===== config.mk =====
export PLATFORM = sky130hd
export DESIGN_NAME = cpu_run_ctrl
export DESIGN_NICKNAME = d
export VERILOG_FILES = /design/src/rtl/cpu_run_ctrl.sv
export SDC_FILE = /design/constraint.sdc
export NUM_CORES = 1
export LEC_CHECK = 0
export BUFFER_PORTS_ARGS = -buffer_cell sky130_fd_sc_hd__clkbuf_2
export CORE_MARGIN = 8
export CORE_UTILIZATION = 51
export CTS_CLUSTER_DIAMETER = 60
export DETAILED_ROUTE_END_ITERATION = 8
export GPL_TIMING_DRIVEN = 0
export PLACE_DENSITY = 0.83
export SYNTH_ARGS = -nofsm -noshare
export SYNTH_HDL_FRONTEND = slang
export SYNTH_SLANG_ARGS = --single-unit

===== constraint.sdc =====
create_clock -name clk -period 2.2 [get_ports clk]
set_clock_uncertainty 0.15 [all_clocks]
set_input_delay 0.44 -clock clk [delete_from_list [all_inputs] [get_ports clk]]
set_output_delay 0.44 -clock clk [all_outputs]
set_load 0.02 [all_outputs]

===== src/rtl/cpu_run_ctrl.sv =====
`default_nettype none
// ============================================================================
// Module      : cpu_run_ctrl
// Description : Run controller for the single-cycle cpu core. It applies a
//               reset pulse of RST_CYCLES, enables the core for at most
//               RUN_CYCLES cycles, and counts the cycles in which res_zero and
//               equal are asserted. A run stops on the cycle budget, on an
//               equal streak (optional), or on abort, and reports why.
// Ports       : clk         - system clock, rising edge
//               reset       - synchronous active-high reset
//               start       - begin a run (accepted in IDLE/DONE only)
//               abort       - end an active run (RESET/RUN)
//               res_zero    - core ALU-zero flag, sampled in RUN
//               equal       - core compare flag, sampled in RUN
//               cpu_reset   - core reset
//               cpu_en      - core clock enable
//               busy        - run in progress (RESET or RUN)
//               done        - run finished, results valid
//               reason      - 0 none, 1 budget, 2 equal streak, 3 abort
//               cycle_count - RUN cycles elapsed
//               zero_count  - RUN cycles with res_zero = 1
//               equal_count - RUN cycles with equal = 1
// Revision    : 1.0 - initial release
// ============================================================================
module cpu_run_ctrl #(
  parameter int CNT_W         = 16,
  parameter int RUN_CYCLES    = 44,
  parameter int RST_CYCLES    = 2,
  parameter int STOP_ON_EQUAL = 0,
  parameter int EQ_HOLD       = 1
) (
  input  logic             clk,
  input  logic             reset,
  input  logic             start,
  input  logic             abort,
  input  logic             res_zero,
  input  logic             equal,
  output logic             cpu_reset,
  output logic             cpu_en,
  output logic             busy,
  output logic             done,
  output logic [1:0]       reason,
  output logic [CNT_W-1:0] cycle_count,
  output logic [CNT_W-1:0] zero_count,
  output logic [CNT_W-1:0] equal_count
);

  typedef enum logic [1:0] {
    S_IDLE  = 2'd0,
    S_RESET = 2'd1,
    S_RUN   = 2'd2,
    S_DONE  = 2'd3
  } state_t;

  localparam logic [1:0]       R_NONE   = 2'd0;
  localparam logic [1:0]       R_BUDGET = 2'd1;
  localparam logic [1:0]       R_EQUAL  = 2'd2;
  localparam logic [1:0]       R_ABORT  = 2'd3;

  localparam logic [CNT_W-1:0] CNT_MAX  = '1;
  localparam logic [CNT_W-1:0] CNT_ONE  = CNT_W'(1);
  localparam logic [CNT_W-1:0] RUN_LIM  = CNT_W'(RUN_CYCLES);
  localparam logic [CNT_W-1:0] EQ_LIM   = CNT_W'(EQ_HOLD);
  localparam logic [7:0]       RST_LIM  = 8'(RST_CYCLES);

  state_t           state;
  logic [7:0]       rst_cnt;
  logic [CNT_W-1:0] eq_run;

  // Post-update values for the current RUN cycle; exit decisions use these
  // so the flag sample on the exiting cycle is included in the counts.
  logic [CNT_W-1:0] cyc_nxt;
  logic [CNT_W-1:0] zero_nxt;
  logic [CNT_W-1:0] eqc_nxt;
  logic [CNT_W-1:0] eq_run_nxt;

  // Saturating increment: counters stick at all-ones rather than wrap.
  function automatic logic [CNT_W-1:0] sat_inc(input logic [CNT_W-1:0] v,
                                               input logic inc);
    if (inc && (v != CNT_MAX)) begin
      return v + CNT_ONE;
    end
    return v;
  endfunction

  always_comb begin
    cyc_nxt    = sat_inc(cycle_count, 1'b1);
    zero_nxt   = sat_inc(zero_count, res_zero);
    eqc_nxt    = sat_inc(equal_count, equal);
    eq_run_nxt = equal ? sat_inc(eq_run, 1'b1) : '0;
  end

  always_ff @(posedge clk) begin
    if (reset) begin
      state       <= S_IDLE;
      cpu_reset   <= 1'b1;
      cpu_en      <= 1'b0;
      busy        <= 1'b0;
      done        <= 1'b0;
      reason      <= R_NONE;
      cycle_count <= '0;
      zero_count  <= '0;
      equal_count <= '0;
      rst_cnt     <= '0;
      eq_run      <= '0;
    end else begin
      case (state)
        S_IDLE, S_DONE: begin
          // start has priority over a simultaneous abort here.
          if (start) begin
            state       <= S_RESET;
            cpu_reset   <= 1'b1;
            cpu_en      <= 1'b1;
            busy        <= 1'b1;
            done        <= 1'b0;
            reason      <= R_NONE;
            cycle_count <= '0;
            zero_count  <= '0;
            equal_count <= '0;
            rst_cnt     <= '0;
            eq_run      <= '0;
          end
        end

        S_RESET: begin
          if (abort) begin
            state     <= S_DONE;
            cpu_reset <= 1'b0;
            cpu_en    <= 1'b0;
            busy      <= 1'b0;
            done      <= 1'b1;
            reason    <= R_ABORT;
          end else begin
            rst_cnt <= rst_cnt + 8'd1;
            if ((rst_cnt + 8'd1) == RST_LIM) begin
              state     <= S_RUN;
              cpu_reset <= 1'b0;
            end
          end
        end

        S_RUN: begin
          cycle_count <= cyc_nxt;
          zero_count  <= zero_nxt;
          equal_count <= eqc_nxt;
          eq_run      <= eq_run_nxt;
          if (abort) begin
            state  <= S_DONE;
            cpu_en <= 1'b0;
            busy   <= 1'b0;
            done   <= 1'b1;
            reason <= R_ABORT;
          end else if ((STOP_ON_EQUAL != 0) && (eq_run_nxt >= EQ_LIM)) begin
            state  <= S_DONE;
            cpu_en <= 1'b0;
            busy   <= 1'b0;
            done   <= 1'b1;
            reason <= R_EQUAL;
          end else if (cyc_nxt == RUN_LIM) begin
            state  <= S_DONE;
            cpu_en <= 1'b0;
            busy   <= 1'b0;
            done   <= 1'b1;
            reason <= R_BUDGET;
          end
        end

        default: begin
          state <= S_IDLE;
        end
      endcase
    end
  end

endmodule
`default_nettype wire


==> metrics.md <==
| Metric | Value |
|---|---|
| Post-route ant nets | `0` |
| Largest net degree at the start of global routing | `11` |
| R2r worst-path depth | `9` |
| Max VDD drop | `0.691 mV` |
| HPWL Detailed | `around 6500 µm` |
| Reg-to-Reg Start | `cycle_count[0]` |
| Post-Syn Area | `between 3000 and 4000 µm²` |
| Worst setup margin | `-0.153 ns` |
| Routed vias/inst | `6.10` |
| DRC errors left | `0` |
| Final Setup Violations | `8` |
| CTS tree | `done` |
| Syn-to-layout area delta | `33.2%` |
| Clk_lat worst skew | `0.34 ns` |
| Final Max Slew Viols | `0` |
| Met1 usage | `a little under a quarter` |
| Final hold vios | `0` |
| Top_reg_cell synth | `dfxtp_1` |
| Top-area cell type share of the netlist area | `36.4%` |
| Failing checks | `setup timing` |
| Gpl congestion | `about 0.93` |
| First-pass GRT wire length | `16200 µm` |
| GRT overflow | `0` |
| CP Class | `register to register` |
| Ant diodes | `0` |
| Final hold slack | `0.321 ns` |
| Met3 usage | `between 4 and 5%` |
| WL per Instance | `17.5 µm` |
| Flops & latches, synth | `62` |
| Setup crit end kind | `register` |
| Slew headroom | `about three fifths` |
| Startpoint types | `register` |
| Die W | `97.7 µm` |
| Total negative setup slack | `-0.445 ns` |
| Vias in the first global route | `~3.5k` |
| Port Buf Inserts | `58` |
| Layout cells sized above 1 | `between 30% and 40%` |
| CP required | `2.33 ns` |
| R2r endpoint | `state[1]` |
| Worst path arrival time | `2.48 ns` |
| Worst setup path end | `state[1]` |
| Final wirelength | `10600 µm` |
| Power, Total | `0.00374 W` |
| Total GRT Usage | `between 20 and 25%` |
| Critical path startpoint | `cycle_count[0]` |
| FF-to-FF setup slack | `-0.15 ns` |
| Final Cycle Share | `107%` |
| # clock sinks | `62` |
| Post-synthesis cell type count | `between 50 and 60` |
| Ys async rst share | `0%` |
| # IOs | `60` |
| Least-Margin Pin Slew | `between 0.6 and 0.7 ns` |
| Row cnt | `29` |
| Ys Warns | `0` |
| Die area | `9550 µm²` |
| Placeable Area | `about 6400 µm²` |
| Tmin final | `around 2.4 ns` |
| Post-synth EDFFs | `0` |
| Grt met2 use | `about a third` |
| GR peak layer | `met2` |
| Syn Nets | `between 400 and 500` |
| Final #Nets | `538` |
| CTS Buf Count | `9` |
| FILL cells | `480` |
| Min-delay worst type | `primary input to register` |
| Ranking of synthesized cells by area | `dfxtp_1 36%, nor2_1 7.6%, xnor2_1 4.6%, a21oi_1 4.1%, o21ai_0 3.7%` |
| Status | `complete, but fails checks` |
| Chip height | `97.7 µm` |
| Starting Density | `a little over half` |
| Clock Pin Slew Worst Setup and Hold Paths | `approximately 0.080 ns` |
| Drt pass-1 iters | `5` |
| Routed via count | `3695` |
| Sequential area share after synthesis | `36.4%` |
| Leak pwr | `between 1.5 and 2 nW` |
| H-tree depth | `3` |
| Max-cap viol count | `0` |
| Initial antenna violation count | `0` |
| Worst Path Max Fanout | `6` |
| DR iter-0 viols | `259` |
| Clock tree root driver cell | `clkbuf_8` |
| Post-Syn Instances | `430` |
| Number of hold-repair buffers added at the cts stage | `0` |
| Fmax | `roughly 0.42 GHz` |
| Pwr Density | `around 820 nW/µm²` |
| Leading area contributor after synthesis | `dfxtp_1` |
| Clock buffer depth | `2` |
| RSZ-0062 raised after global routing | `true` |
| Synthesized area per cell | `~7.9 µm²` |
[layout make-up]
class                           instances  area, µm²  share of cell area [%]
Inverter                               10       37.5                   0.827
Timing Repair Buffer                   86        508                    11.2
Clock inverter                          4       22.5                   0.496
Clock buffer                           11        151                    3.34
Tap cell                               77       96.3                    2.12
Multi-Input combinational cell        338       2310                    50.9
Buffer                                 18        121                    2.68
Sequential cell                        62       1290                    28.5
[critical path, stage by stage (launching register included)]
cell and delay [ns]:
dfxtp_4 0.39, ha_4 0.17, nand4_1 0.20, buf_4 0.22, nor4_4 0.20, nor2_2 0.07
a31o_1 0.21, a41oi_4 0.31, nand2b_4 0.20, mux2i_1 0.16
[worst min-delay path by stage]
stage,cells past startpoint,startpoint,end
floorplan,2,state[1],state[1]
global placement,2,reason[1],reason[1]
detailed placement,2,reason[1],reason[1]
CTS,3,abort,reason[1]
global route,3,abort,reason[1]
finish,3,abort,reason[1]
[cell families after synthesis]
group	synth area share, %
multiplexers	1.21
XOR/XNOR	7.97
adder cells (fa/ha/maj)	2.57
buffers and inverters	3.75
AO/OA/AOI/OAI	19.0
flip-flops	36.4
AND/OR/NAND/NOR	29.0
[stage by stage]
stage          worst slack (ns)  instance area, µm²  std cells  utilization, %
2_1_floorplan            -0.102                3510        430               -
3_3_place_gp             -0.469                3900        565            60.7
3_5_place_dp             -0.504                3900        565            60.7
4_1_cts                  -0.120                4270        593            66.5
5_1_grt                  -0.204                4540        606            70.6
6_report                 -0.153                4540        606            70.6
[synthesized netlist by cell type (9+ instances only)]
| cell type | number |
|---|---|
| nor2_1 | 69 |
| nand2_1 | 33 |
| xor2_1 | 13 |
| xnor2_1 | 18 |
| clkbuf_1 | 15 |
| dfxtp_1 | 62 |
| inv_1 | 10 |
| a21oi_1 | 28 |
| o21ai_0 | 25 |
| or3_1 | 9 |
| nor3_1 | 13 |
| nand3_1 | 24 |
[metal layers]
layer,up-vias,wire length [µm]
li1,1730,-
met1,1765,4370
met2,162,5140
met3,38,773
met4,0,342
met5,-,0
[registers in the layout, indices dropped and copies added (netlist names)]
name	flops
busy	1
cpu_reset	1
cycle_count	16
equal_count	16
reason	2
rst_cnt	8
state	2
zero_count	16
[where the power goes]
part,internal (W),leakage [nW],switching (W)
sequential,0.00118,0.515,0.0000579
combinational,0.000608,1.12,0.000967
clock,0.000458,0.0910,0.000473
total,0.00224,1.73,0.00150
[what timing repair did]
item                                    in CTS  in global routing
cloned                                       1                  1
pin swaps                                   15                 21
endpoints found under the setup margin      49                 46
setup buffers                               15                 12
gates resized for setup                     27                 56
[layout by cell type (no fill, tap or decap), types with 7 or more instances in the layout]
master,instances
nor2_1,62
clkbuf_2,61
dfxtp_1,39
nand2_1,31
buf_4,28
a21oi_1,25
nand3_1,23
o21ai_0,19
xnor2_1,17
dfxtp_2,14
xor2_1,13
nor3_1,11
clkbuf_8,11
inv_1,9
dfxtp_4,9
clkbuf_1,7
nand4_1,7
(Power assumes the default switching activity.)
